File: src/rtl/branch_decoder_unit_pkg.sv
// Shared next-PC source encoding produced by the branch decoder in execute.
// Purely type definitions; no timing or flow control.
package branch_decoder_unit_pkg;

    typedef enum logic [1:0] {
        PcPlus4             = 2'd0,
        PcOrReadDataPlusImm = 2'd1,
        Mepc                = 2'd2,
        Sepc                = 2'd3
    } pc_src_t;

endpackage

File: src/rtl/fetch_unit_pkg.sv
// Fetch-side state encoding and the instruction presented to decode when nothing is valid.
// Purely type definitions; no timing or flow control.
package fetch_unit_pkg;

    typedef enum logic [1:0] {
        Idle    = 2'd0,
        Fetch   = 2'd1,
        Deliver = 2'd2
    } fetch_state_t;

    localparam logic [31:0] Nop = 32'h0000_0013;

endpackage

File: src/rtl/next_pc_selector.sv
// Picks the redirect target (trap > pc_src redirect) and computes the sequential pc+4.
// Combinational, zero latency; no backpressure.
module next_pc_selector
    import branch_decoder_unit_pkg::*;
#(
    parameter int Width = 64
) (
    input  logic             trap,
    input  logic [Width-1:0] trap_addr,
    input  logic             redirect_valid,
    input  pc_src_t          pc_src,
    input  logic [Width-1:0] branch_target,
    input  logic [Width-1:0] mepc,
    input  logic [Width-1:0] sepc,
    input  logic [Width-1:0] pc,
    output logic [Width-1:0] target,
    output logic             redirect,
    output logic [Width-1:0] pc_plus_4
);

    logic [Width-1:0] raw_target;

    always_comb begin
        raw_target = branch_target;
        case (pc_src)
            Mepc:    raw_target = mepc;
            Sepc:    raw_target = sepc;
            default: raw_target = branch_target;
        endcase
        if (trap) begin
            raw_target = trap_addr;
        end
    end

    // Instructions are word aligned, so the low two bits of any loaded target are dropped.
    assign target    = {raw_target[Width-1:2], 2'b00};
    assign redirect  = trap || (redirect_valid && (pc_src != PcPlus4));
    assign pc_plus_4 = pc + Width'(4);

endmodule

File: src/rtl/instruction_fetch_unit.sv
// Owns the PC, runs the imem req/ack handshake and delivers one instruction per fetch to decode.
// Latency: inst_valid the cycle after imem_ack; one instruction per two cycles at zero wait.
// Backpressure: stall holds the delivered instruction; imem_req is held until imem_ack.
module instruction_fetch_unit
    import branch_decoder_unit_pkg::*;
    import fetch_unit_pkg::*;
#(
    parameter int               Width     = 64,
    parameter logic [Width-1:0] ResetAddr = '0
) (
    input  logic             clock,
    input  logic             reset,
    input  pc_src_t          pc_src,
    input  logic             redirect_valid,
    input  logic [Width-1:0] branch_target,
    input  logic [Width-1:0] mepc,
    input  logic [Width-1:0] sepc,
    input  logic             trap,
    input  logic [Width-1:0] trap_addr,
    input  logic             stall,
    output logic             imem_req,
    output logic [Width-1:0] imem_addr,
    input  logic             imem_ack,
    input  logic [31:0]      imem_rd_data,
    output logic [Width-1:0] pc,
    output logic [31:0]      inst,
    output logic             inst_valid
);

    fetch_state_t     state, state_nxt;
    logic [Width-1:0] pc_q, pc_nxt;
    logic [Width-1:0] redirect_pc, redirect_pc_nxt;
    logic             kill, kill_nxt;
    logic [31:0]      inst_q, inst_nxt;

    logic [Width-1:0] target;
    logic             redirect;
    logic [Width-1:0] pc_plus_4;

    next_pc_selector #(.Width(Width)) u_next_pc_selector (
        .trap           (trap),
        .trap_addr      (trap_addr),
        .redirect_valid (redirect_valid),
        .pc_src         (pc_src),
        .branch_target  (branch_target),
        .mepc           (mepc),
        .sepc           (sepc),
        .pc             (pc_q),
        .target         (target),
        .redirect       (redirect),
        .pc_plus_4      (pc_plus_4)
    );

    always_ff @(posedge clock or posedge reset) begin
        if (reset) begin
            state       <= Idle;
            pc_q        <= ResetAddr;
            redirect_pc <= '0;
            kill        <= 1'b0;
            inst_q      <= Nop;
        end else begin
            state       <= state_nxt;
            pc_q        <= pc_nxt;
            redirect_pc <= redirect_pc_nxt;
            kill        <= kill_nxt;
            inst_q      <= inst_nxt;
        end
    end

    always_comb begin
        state_nxt       = state;
        pc_nxt          = pc_q;
        redirect_pc_nxt = redirect_pc;
        kill_nxt        = kill;
        inst_nxt        = inst_q;
        imem_req        = 1'b0;
        inst_valid      = 1'b0;
        case (state)
            Idle: begin
                state_nxt = Fetch;
            end
            Fetch: begin
                imem_req = 1'b1;
                if (imem_ack) begin
                    if (kill || redirect) begin
                        // Stale data: retarget and refetch; a same-cycle redirect beats the saved one.
                        pc_nxt   = redirect ? target : redirect_pc;
                        kill_nxt = 1'b0;
                    end else begin
                        inst_nxt  = imem_rd_data;
                        state_nxt = Deliver;
                    end
                end else if (redirect) begin
                    // Address must stay stable until ack, so remember the target instead.
                    kill_nxt        = 1'b1;
                    redirect_pc_nxt = target;
                end
            end
            Deliver: begin
                inst_valid = 1'b1;
                if (redirect) begin
                    pc_nxt    = target;
                    state_nxt = Fetch;
                end else if (!stall) begin
                    pc_nxt    = pc_plus_4;
                    state_nxt = Fetch;
                end
            end
            default: begin
                state_nxt = Idle;
            end
        endcase
    end

    assign imem_addr = pc_q;
    assign pc        = pc_q;
    assign inst      = inst_q;

endmodule

File: config.mk
export PLATFORM = sky130hd
export DESIGN_NAME = instruction_fetch_unit
export DESIGN_NICKNAME = d
export VERILOG_FILES = /design/src/rtl/branch_decoder_unit_pkg.sv /design/src/rtl/fetch_unit_pkg.sv /design/src/rtl/next_pc_selector.sv /design/src/rtl/instruction_fetch_unit.sv
export SDC_FILE = /design/constraint.sdc
export NUM_CORES = 1
export LEC_CHECK = 0
export BUFFER_PORTS_ARGS = -buffer_cell sky130_fd_sc_hd__buf_2
export CAP_MARGIN = 20
export CORE_ASPECT_RATIO = 0.5
export CORE_MARGIN = 2
export CORE_UTILIZATION = 44
export DETAILED_ROUTE_END_ITERATION = 10
export GPL_ROUTABILITY_DRIVEN = 0
export PLACE_DENSITY_LB_ADDON = 0.12
export SYNTH_ARGS = -nofsm -noshare
export SYNTH_HDL_FRONTEND = slang
export SYNTH_SLANG_ARGS = --single-unit
File: constraint.sdc
create_clock -name clock -period 5.4 [get_ports clock]
set_clock_uncertainty 0.2 [all_clocks]
set_input_delay 0.54 -clock clock [delete_from_list [all_inputs] [get_ports clock]]
set_output_delay 0.54 -clock clock [all_outputs]
set_load 0.01 [all_outputs]
==> metrics.log, run 1 <==
INFO  metric die_area = 0.0256 mm²
INFO  metric cts_clk_pin_slew_worst_paths = 0.07 ns
INFO  metric finalWorstPathRequiredPeriod = 3.13 ns
INFO  metric root_buffer = clkbuf_16
INFO  metric pre_cts_ws = 2.10 ns
INFO  metric power.leakage = 6.18 nW
INFO  metric arrival = 3.31 ns
INFO  metric pin_count_of_the_biggest_net_entering_global_routing = 122
INFO  metric synth.cell_area = 0.0107 mm²
INFO  metric route.vias.total = 11436
INFO  metric grt_antenna_before_repair = 8
INFO  metric postSynthRegisterBits = 163
INFO  metric syn_avg_cell_area = 8.37 µm²
INFO  metric holdCritPathClass = input port to asynchronous set/reset pin
INFO  metric hold_buffers = 0
INFO  metric globalRouteMet1Util = 50.1%
INFO  metric part_of_the_cycle_the_worst_path_needs = 58.0%
INFO  metric global_route.usage.met2 = 47.0%
INFO  metric max_slew_margin = 30.2%
INFO  metric cts_made_buffers = 17
INFO  metric grtUsageTotal = 33.0%
INFO  metric post-route-worst-setup-slack = 2.27 ns
INFO  metric final_cells = 1929
INFO  metric critical_path.startpoint = state[0]
INFO  metric required = 5.58 ns
INFO  metric fin_tns_setup = 0 ns
INFO  metric tritoncts_num_sinks = 163
INFO  metric peakVddDrop = 0.206 mV
INFO  metric rows = 40
INFO  metric yosys_warnings = 0
INFO  metric synth_enable_flop_cells = 0
INFO  metric detail_route.iter0.violations = 1265
INFO  metric syn-instance-count = 1276
INFO  metric setup.worst_path.start_class = flop
INFO  metric buffer_ports.inserted = 449
INFO  metric detail-route-antenna-nets = 0
INFO  metric globalRouteMet3Util = 8.03%
INFO  metric timing.final.hold_violations = 0
INFO  metric chipWidth = 224 µm
INFO  metric drive_gt1_share = 35.0%
INFO  metric synth_ff_type = dfrtp_1
INFO  metric floorplan.core_area = 0.0239 mm²
INFO  metric setup-violations-final = 0
INFO  metric htree_levels = 4
INFO  metric p_per_area = 385 mW/mm²
INFO  metric maxSlewViolCount = 0
INFO  metric area_growth = 23.4%
INFO  metric drv_cap = 0
INFO  metric place.detailed.instances = 1889
INFO  metric crit_type = flop to flop
INFO  metric cts.path.max_buffers = 2
INFO  metric first_global_vias = 10150
INFO  metric gr-max-usage-layer = met1
INFO  metric vias_per_cell = 5.93
INFO  metric timing.hold.ws = 0.00341 ns
INFO  metric crit-reg2reg-launch = state[0]
INFO  metric wl_per_cell = 22.4 µm
INFO  metric detailedRoute.firstPassIterationCount = 5
INFO  metric cp_max_fo = 38
INFO  metric post_cts_resized = 0
INFO  metric effective_utilization_at_floorplan = 44.7%
INFO  metric fmax = 319 MHz
INFO  metric finish.net_count = 1891
INFO  metric status = complete, no violations
INFO  metric synthesis.nets = 1573
INFO  metric cp-end-kind = flop
INFO  metric dp.final_hpwl = 33300 µm
INFO  metric clk-insertion-delay-late = 0.44 ns
INFO  metric drt_drc_violations_left = 0
INFO  metric synth-async-reset-ratio = 100%
INFO  metric slew_at_the_pin_closest_to_its_max_slew_limit = 1.04 ns
INFO  metric globalRouteOverflowTotal = 0
INFO  metric synth_seq_area_share = 38.2%
INFO  metric clock_tree_from_tritoncts = done
INFO  metric fp.dieH = 114 µm
INFO  metric grt_pass1_wl = 62800 µm
INFO  metric rsz0062_at_grt = no
INFO  metric pin_count = 458
INFO  metric post-cts-setup-buffer-count = 0
INFO  metric yosys.cell_types.count = 69
INFO  metric drt-total-wl = 43100 µm
-- stage by stage --
stage                     instance area, µm²  total power, W  util [%]
after floorplan                        10700         0.00318         -
after global placement                 12600         0.00380      52.5
after detailed placement               12600         0.00385      52.5
after CTS                              13100         0.00507      54.9
after global routing                   13200         0.00536      55.1
final                                  13200         0.00507      55.1
-- synth_stat cells, types with 15 or more instances --
master      n  area, µm²
and3_1     15       93.8
nand3_1    30        150
nand2_1    51        191
dfrtp_1   160       4000
buf_1      16       60.1
a21oi_1   232       1160
buf_2      22        110
o21ai_0    72        360
buf_4      65        488
a211oi_1   70        526
mux2i_1    66        661
nor2_1    179        672
a31oi_1    21        131
mux2_2     32        360
clkbuf_1   64        240
-- path summary, 6_finish.rpt --
path	depth (start not counted)	end	slack (ns)
min in group clock	2	inst[28]	0.13
setup / recovery	7	imem_addr[49]	2.27
hold / removal	2	inst[25]	0.003
setup reg to reg	7	imem_addr[49]	2.27
hold reg to reg	1	imem_addr[1]	0.30
max in group asynchronous	3	redirect_pc[35]	3.89
-- cells in the final DEF, fill, tap and decap left out, types with 5 or more instances in the layout --
cell type  count
nand3_1       30
a21oi_1      232
nand4_1       13
diode_2        7
a221oi_1       6
or3_1          6
inv_1          8
nor2b_1        5
nand2_1       50
buf_2        446
o211ai_1       7
o22ai_1        5
o2bb2ai_1      7
a211oi_1      70
mux2i_1       66
clkbuf_16     17
a22o_1         9
a21o_1        10
nor3_1        11
and4_1         8
buf_4         22
nor4_1         7
dfrtp_1      160
a41oi_1       10
nor2_1       178
and3_1        15
a31oi_1       21
mux2_2        32
o21ai_0       72
-- cell type report --
type                       count  area (µm²)
sequential                   163        4080
clock buffer                  21         450
multi-input combinational    934        5650
tap                          315         394
fill                        2260       10700
clock inverter                11         130
antenna                        7        17.5
timing repair buffer         469        2420
inverter                       9        38.8
-- flip-flops by register name, indices dropped and copies added (netlist names) --
name	flops
imem_addr	64
inst	32
kill	1
redirect_pc	64
state	2
-- worst max-delay path, cell delays in order, from the launching register on --
cell and delay (ns):
dfrtp_1 0.41, nand2b_2 0.28, inv_1 0.37, nand2_2 0.52
buf_4 0.45, or3_1 0.33, or4_1 0.40, nand3_1 0.09
-- layer usage --
layer | vias up | routed length (µm)
li1 | 5286 | -
met1 | 5515 | 19800
met2 | 597 | 18400
met3 | 38 | 4380
met4 | 0 | 524
met5 | - | 0
-- power breakdown --
part / switching [W] / internal, W
clock network: 0.000525 / 0.000696
logic: 0.00101 / 0.000762
registers: 0.000467 / 0.00161
-- logic make-up (layout without fill, tap and decap cells) --
logic type               count (synthesis)  in the layout  synth area share [%]
AO/OA/AOI/OAI                          478            478                  26.9
XOR/XNOR                                 3              3                 0.246
adder cells (fa/ha/maj)                  1              1                 0.117
buffers and inverters                  179            510                  9.06
flip-flops                             163            163                  38.2
multiplexers                            98             98                  9.56
other                                    0              7                     0
AND/OR/NAND/NOR                        354            354                  15.9
Power figures use the tool's default switching activity.
==> run 2: changes to the inputs <==
--- a/config.mk
+++ b/config.mk
@@ -5,12 +5,12 @@
 export SDC_FILE = /design/constraint.sdc
 export NUM_CORES = 1
 export LEC_CHECK = 0
+export ABC_AREA = 1
 export BUFFER_PORTS_ARGS = -buffer_cell sky130_fd_sc_hd__buf_2
 export CAP_MARGIN = 20
-export CORE_ASPECT_RATIO = 0.5
-export CORE_MARGIN = 2
-export CORE_UTILIZATION = 44
+export CORE_AREA = 2 2 178 180
 export DETAILED_ROUTE_END_ITERATION = 10
+export DIE_AREA = 0 0 180 182
 export GPL_ROUTABILITY_DRIVEN = 0
 export PLACE_DENSITY_LB_ADDON = 0.12
 export SYNTH_ARGS = -nofsm -noshare
==> constraint.sdc (replaced) <==
create_clock -name clock -period 2.9 [get_ports clock]
set_clock_uncertainty 0.2 [all_clocks]
set_input_delay 0.29 -clock clock [delete_from_list [all_inputs] [get_ports clock]]
set_output_delay 0.29 -clock clock [all_outputs]
set_load 0.01 [all_outputs]
==> metrics.log, run 2 <==
INFO  metric drive_gt1_share = 24.7% (was 35.0%)
INFO  metric route.vias.total = 13064 (was 11436)
INFO  metric synth.most_common_cell = nand2_1 (was a21oi_1)
INFO  metric synthesis.nets = 2072 (was 1573)
INFO  metric gr-max-usage-layer = met2 (was met1)
INFO  metric chipWidth = 180 µm (was 224 µm)
INFO  metric peakVddDrop = 0.623 mV (was 0.206 mV)
INFO  metric finalWorstPathRequiredPeriod = 2.45 ns (was 3.13 ns)
INFO  metric die_area = 0.0328 mm² (was 0.0256 mm²)
INFO  metric yosys.cell_types.count = 38 (was 69)
INFO  metric globalRouteOverflowTotal = 0 (unchanged)
INFO  metric clk-insertion-delay-late = 0.44 ns (about the same)
INFO  metric cp-end-kind = flop (unchanged)
INFO  metric cp_max_fo = 6 (was 38)
INFO  metric synth_ff_type = dfrtp_1 (unchanged)
INFO  metric cts_made_buffers = 17 (unchanged)
INFO  metric grtUsageTotal = 27.8% (was 33.0%)
INFO  metric fmax = 408 MHz (was 319 MHz)
INFO  metric post_cts_resized = 0 (unchanged)
INFO  metric synthTopCellsByCount = nand2_1 (600), nor2_1 (285), dfrtp_1 (160), nand3_1 (130), a21oi_1 (108) (was a21oi_1 (232), nor2_1 (179), dfrtp_1 (160), o21ai_0 (72), a211oi_1 (70))
INFO  metric final_cell_mix = nand2_1 (600), buf_2 (449), nor2_1 (285) (was buf_2 (446), a21oi_1 (232), nor2_1 (178))
INFO  metric global_route.usage.met2 = 45.6% (was 47.0%)
INFO  metric most_common_cell_after_layout_fill_and_taps_aside = nand2_1 (was buf_2)
INFO  metric timing.hold.ws = 0.00453 ns (was 0.00341 ns)
INFO  metric grt_antenna_before_repair = 2 (was 8)
INFO  metric synthDominantAreaCellType = dfrtp_1 (unchanged)
INFO  metric slew_at_the_pin_closest_to_its_max_slew_limit = 0.772 ns (was 1.04 ns)
INFO  metric hold_buffers = 47 (was 0)
INFO  metric dp.final_hpwl = 35200 µm (was 33300 µm)
INFO  metric critical_path.startpoint = imem_addr[2] (was state[0])
INFO  metric fin_tns_setup = 0 ns (unchanged)
INFO  metric tritoncts_num_sinks = 163 (unchanged)
INFO  metric root_buffer = clkbuf_16 (unchanged)
INFO  metric drv_cap = 0 (unchanged)
INFO  metric fillerInstances = 3282 (was 2260)
INFO  metric arrival = 2.56 ns (was 3.31 ns)
INFO  metric cts_clk_pin_slew_worst_paths = 0.07 ns (about the same)
INFO  metric holdCritPathClass = input port to flop (was input port to asynchronous set/reset pin)
INFO  metric vias_per_cell = 5.06 (was 5.93)
INFO  metric rows = 65 (was 40)
INFO  metric detail-route-antenna-nets = 0 (unchanged)
INFO  metric postSynthRegisterBits = 163 (unchanged)
INFO  metric wl_per_cell = 17.9 µm (was 22.4 µm)
INFO  metric floorplan.core_area = 0.0310 mm² (was 0.0239 mm²)
INFO  metric clock_tree_from_tritoncts = done (unchanged)
INFO  metric detailedRoute.firstPassIterationCount = 5 (unchanged)
INFO  metric maxSlewViolCount = 0 (unchanged)
INFO  metric globalRouteMet3Util = 4.95% (was 8.03%)
INFO  metric post-layout-total-power = 0.0130 W (was 0.00507 W)
INFO  metric part_of_the_cycle_the_worst_path_needs = 84.4% (was 58.0%)
INFO  metric first_global_vias = 12208 (was 10150)
INFO  metric synth.area.top_cells = dfrtp_1 (35%), nand2_1 (20%), nor2_1 (9.4%) (was dfrtp_1 (37%), a21oi_1 (11%), nor2_1 (6.3%))
INFO  metric globalRouteMet1Util = 37.3% (was 50.1%)
INFO  metric cts.path.max_buffers = 2 (unchanged)
INFO  metric synth_seq_area_share = 36.0% (was 38.2%)
INFO  metric setup-violations-final = 0 (unchanged)
INFO  metric buffer_ports.inserted = 449 (unchanged)
INFO  metric area_growth = 28.9% (was 23.4%)
INFO  metric setup.worst_path.start_class = flop (unchanged)
INFO  metric grt_pass1_wl = 70700 µm (was 62800 µm)
INFO  metric p_per_area = 892 mW/mm² (was 385 mW/mm²)
INFO  metric fin_area = 0.0146 mm² (was 0.0132 mm²)
INFO  metric timing.final.hold_violations = 0 (unchanged)
INFO  metric postPlaceCellArea = 0.0135 mm² (was 0.0126 mm²)
INFO  metric yosys_warnings = 0 (unchanged)
INFO  metric pin_count = 458 (unchanged)
INFO  metric final_core_util = 47.2% (was 55.1%)
INFO  metric crit_type = flop to flop (unchanged)
INFO  metric synthDominantCellAreaShare = 35.3% (was 37.5%)
INFO  metric synth-async-reset-ratio = 100% (unchanged)
INFO  metric max_slew_margin = 48.0% (was 30.2%)
INFO  metric syn-instance-count = 1775 (was 1276)
INFO  metric detail_route.iter0.violations = 1031 (was 1265)
INFO  metric htree_levels = 4 (unchanged)
INFO  metric syn_avg_cell_area = 6.39 µm² (was 8.37 µm²)
INFO  metric status = complete, no violations (unchanged)
INFO  metric required = 3.02 ns (was 5.58 ns)
INFO  metric drt-total-wl = 46300 µm (was 43100 µm)
INFO  metric fp.dieH = 182 µm (was 114 µm)
INFO  metric synth_enable_flop_cells = 0 (unchanged)
INFO  metric pin_count_of_the_biggest_net_entering_global_routing = 81 (was 122)
INFO  metric min_from = trap_addr[13]
INFO  metric rsz0062_at_grt = no (unchanged)
INFO  metric finish.net_count = 2462 (was 1891)
INFO  metric power.leakage = 7.52 nW (was 6.18 nW)
INFO  metric drt_drc_violations_left = 0 (unchanged)
INFO  metric crit-reg2reg-launch = imem_addr[2] (was state[0])
INFO  metric post-cts-setup-buffer-count = 0 (unchanged)
INFO  metric synth.cell_area = 0.0113 mm² (was 0.0107 mm²)
INFO  metric effective_utilization_at_floorplan = 36.6% (was 44.7%)
run 2: cell types whose count changed in the layout (fill, tap and decap cells not counted), moves of 12 or more:
cell / change
o21ai_1: +15
mux2_2: -32
mux2i_1: -66
and3_1: -14
dlygate4sd3_1: +47
a211oi_1: -70
a31oi_1: -21
nand3_1: +100
nor2_1: +107
o211ai_1: +31
inv_1: +94
nand2_1: +550
o21ai_0: +12
a21oi_1: -124
run 2: layout make-up:
class	count	area [µm²]	share of cell area (%)
flip-flops and latches	163	4080	27.9
multi-input cells	1350	5950	40.7
clock inverters	14	200	1.37
clock buffers	18	429	2.94
inverters	112	427	2.92
repair buffers	521	3020	20.6
well taps	402	503	3.44
diodes	3	7.51	0.0513
run 2: worst max-delay path: stages (launching register included):
cell and delay [ns]:
dfrtp_1 0.48, ha_1 0.20, nand2_1 0.11, nor2_4 0.18, nand2_1 0.13, nor2_1 0.40, nand2_1 0.24, inv_1 0.10
nor2_1 0.04, o21ai_0 0.18, nand2_1 0.07
run 2: kinds of logic (layout without fill, tap and decap cells):
group           after synthesis  in the layout  synth area share (%)
simple gates               1068           1068                  38.2
compound gates              275            275                  13.6
buf+inv                     262            665                  11.6
flops                       163            163                  36.0
xor+xnor                      6              6                 0.463
fa+ha+maj                     1              1                 0.110
other cells                   0              3                     0
run 2: power breakdown:
part | switching [W] | total, W | internal, W
registers | 0.00126 | 0.00464 | 0.00338
logic | 0.00372 | 0.00590 | 0.00218
clock network | 0.00104 | 0.00249 | 0.00146
total | 0.00602 | 0.0130 | 0.00702
run 2: routing by layer:
layer  share of wire (%)  vias up
met5                   0        -
met4                 2.4        0
met3                 6.4       61
met2                  48      495
met1                  44     6079
li1                    -     6429
run 2: path summary, 6_finish.rpt:
| check | to | slack [ns] | cells past startpoint |
|---|---|---|---|
| min in group asynchronous | redirect_pc[21] | 0.30 | 3 |
| max | imem_addr[26] | 0.45 | 10 |
| min reg2reg | inst[1] | 0.26 | 2 |
| min | redirect_pc[13] | 0.005 | 3 |
| max in group asynchronous | redirect_pc[28] | 1.42 | 4 |
| max reg2reg | imem_addr[26] | 0.45 | 10 |
run 2: per-stage QoR:
step / std cells / setup slack [ns]
5_1_grt: 2582 / 0.233
3_3_place_gp: 2501 / 0.346
4_1_cts: 2580 / 0.418
3_5_place_dp: 2501 / 0.334
2_1_floorplan: 1775 / 0.342
6_report: 2583 / 0.451
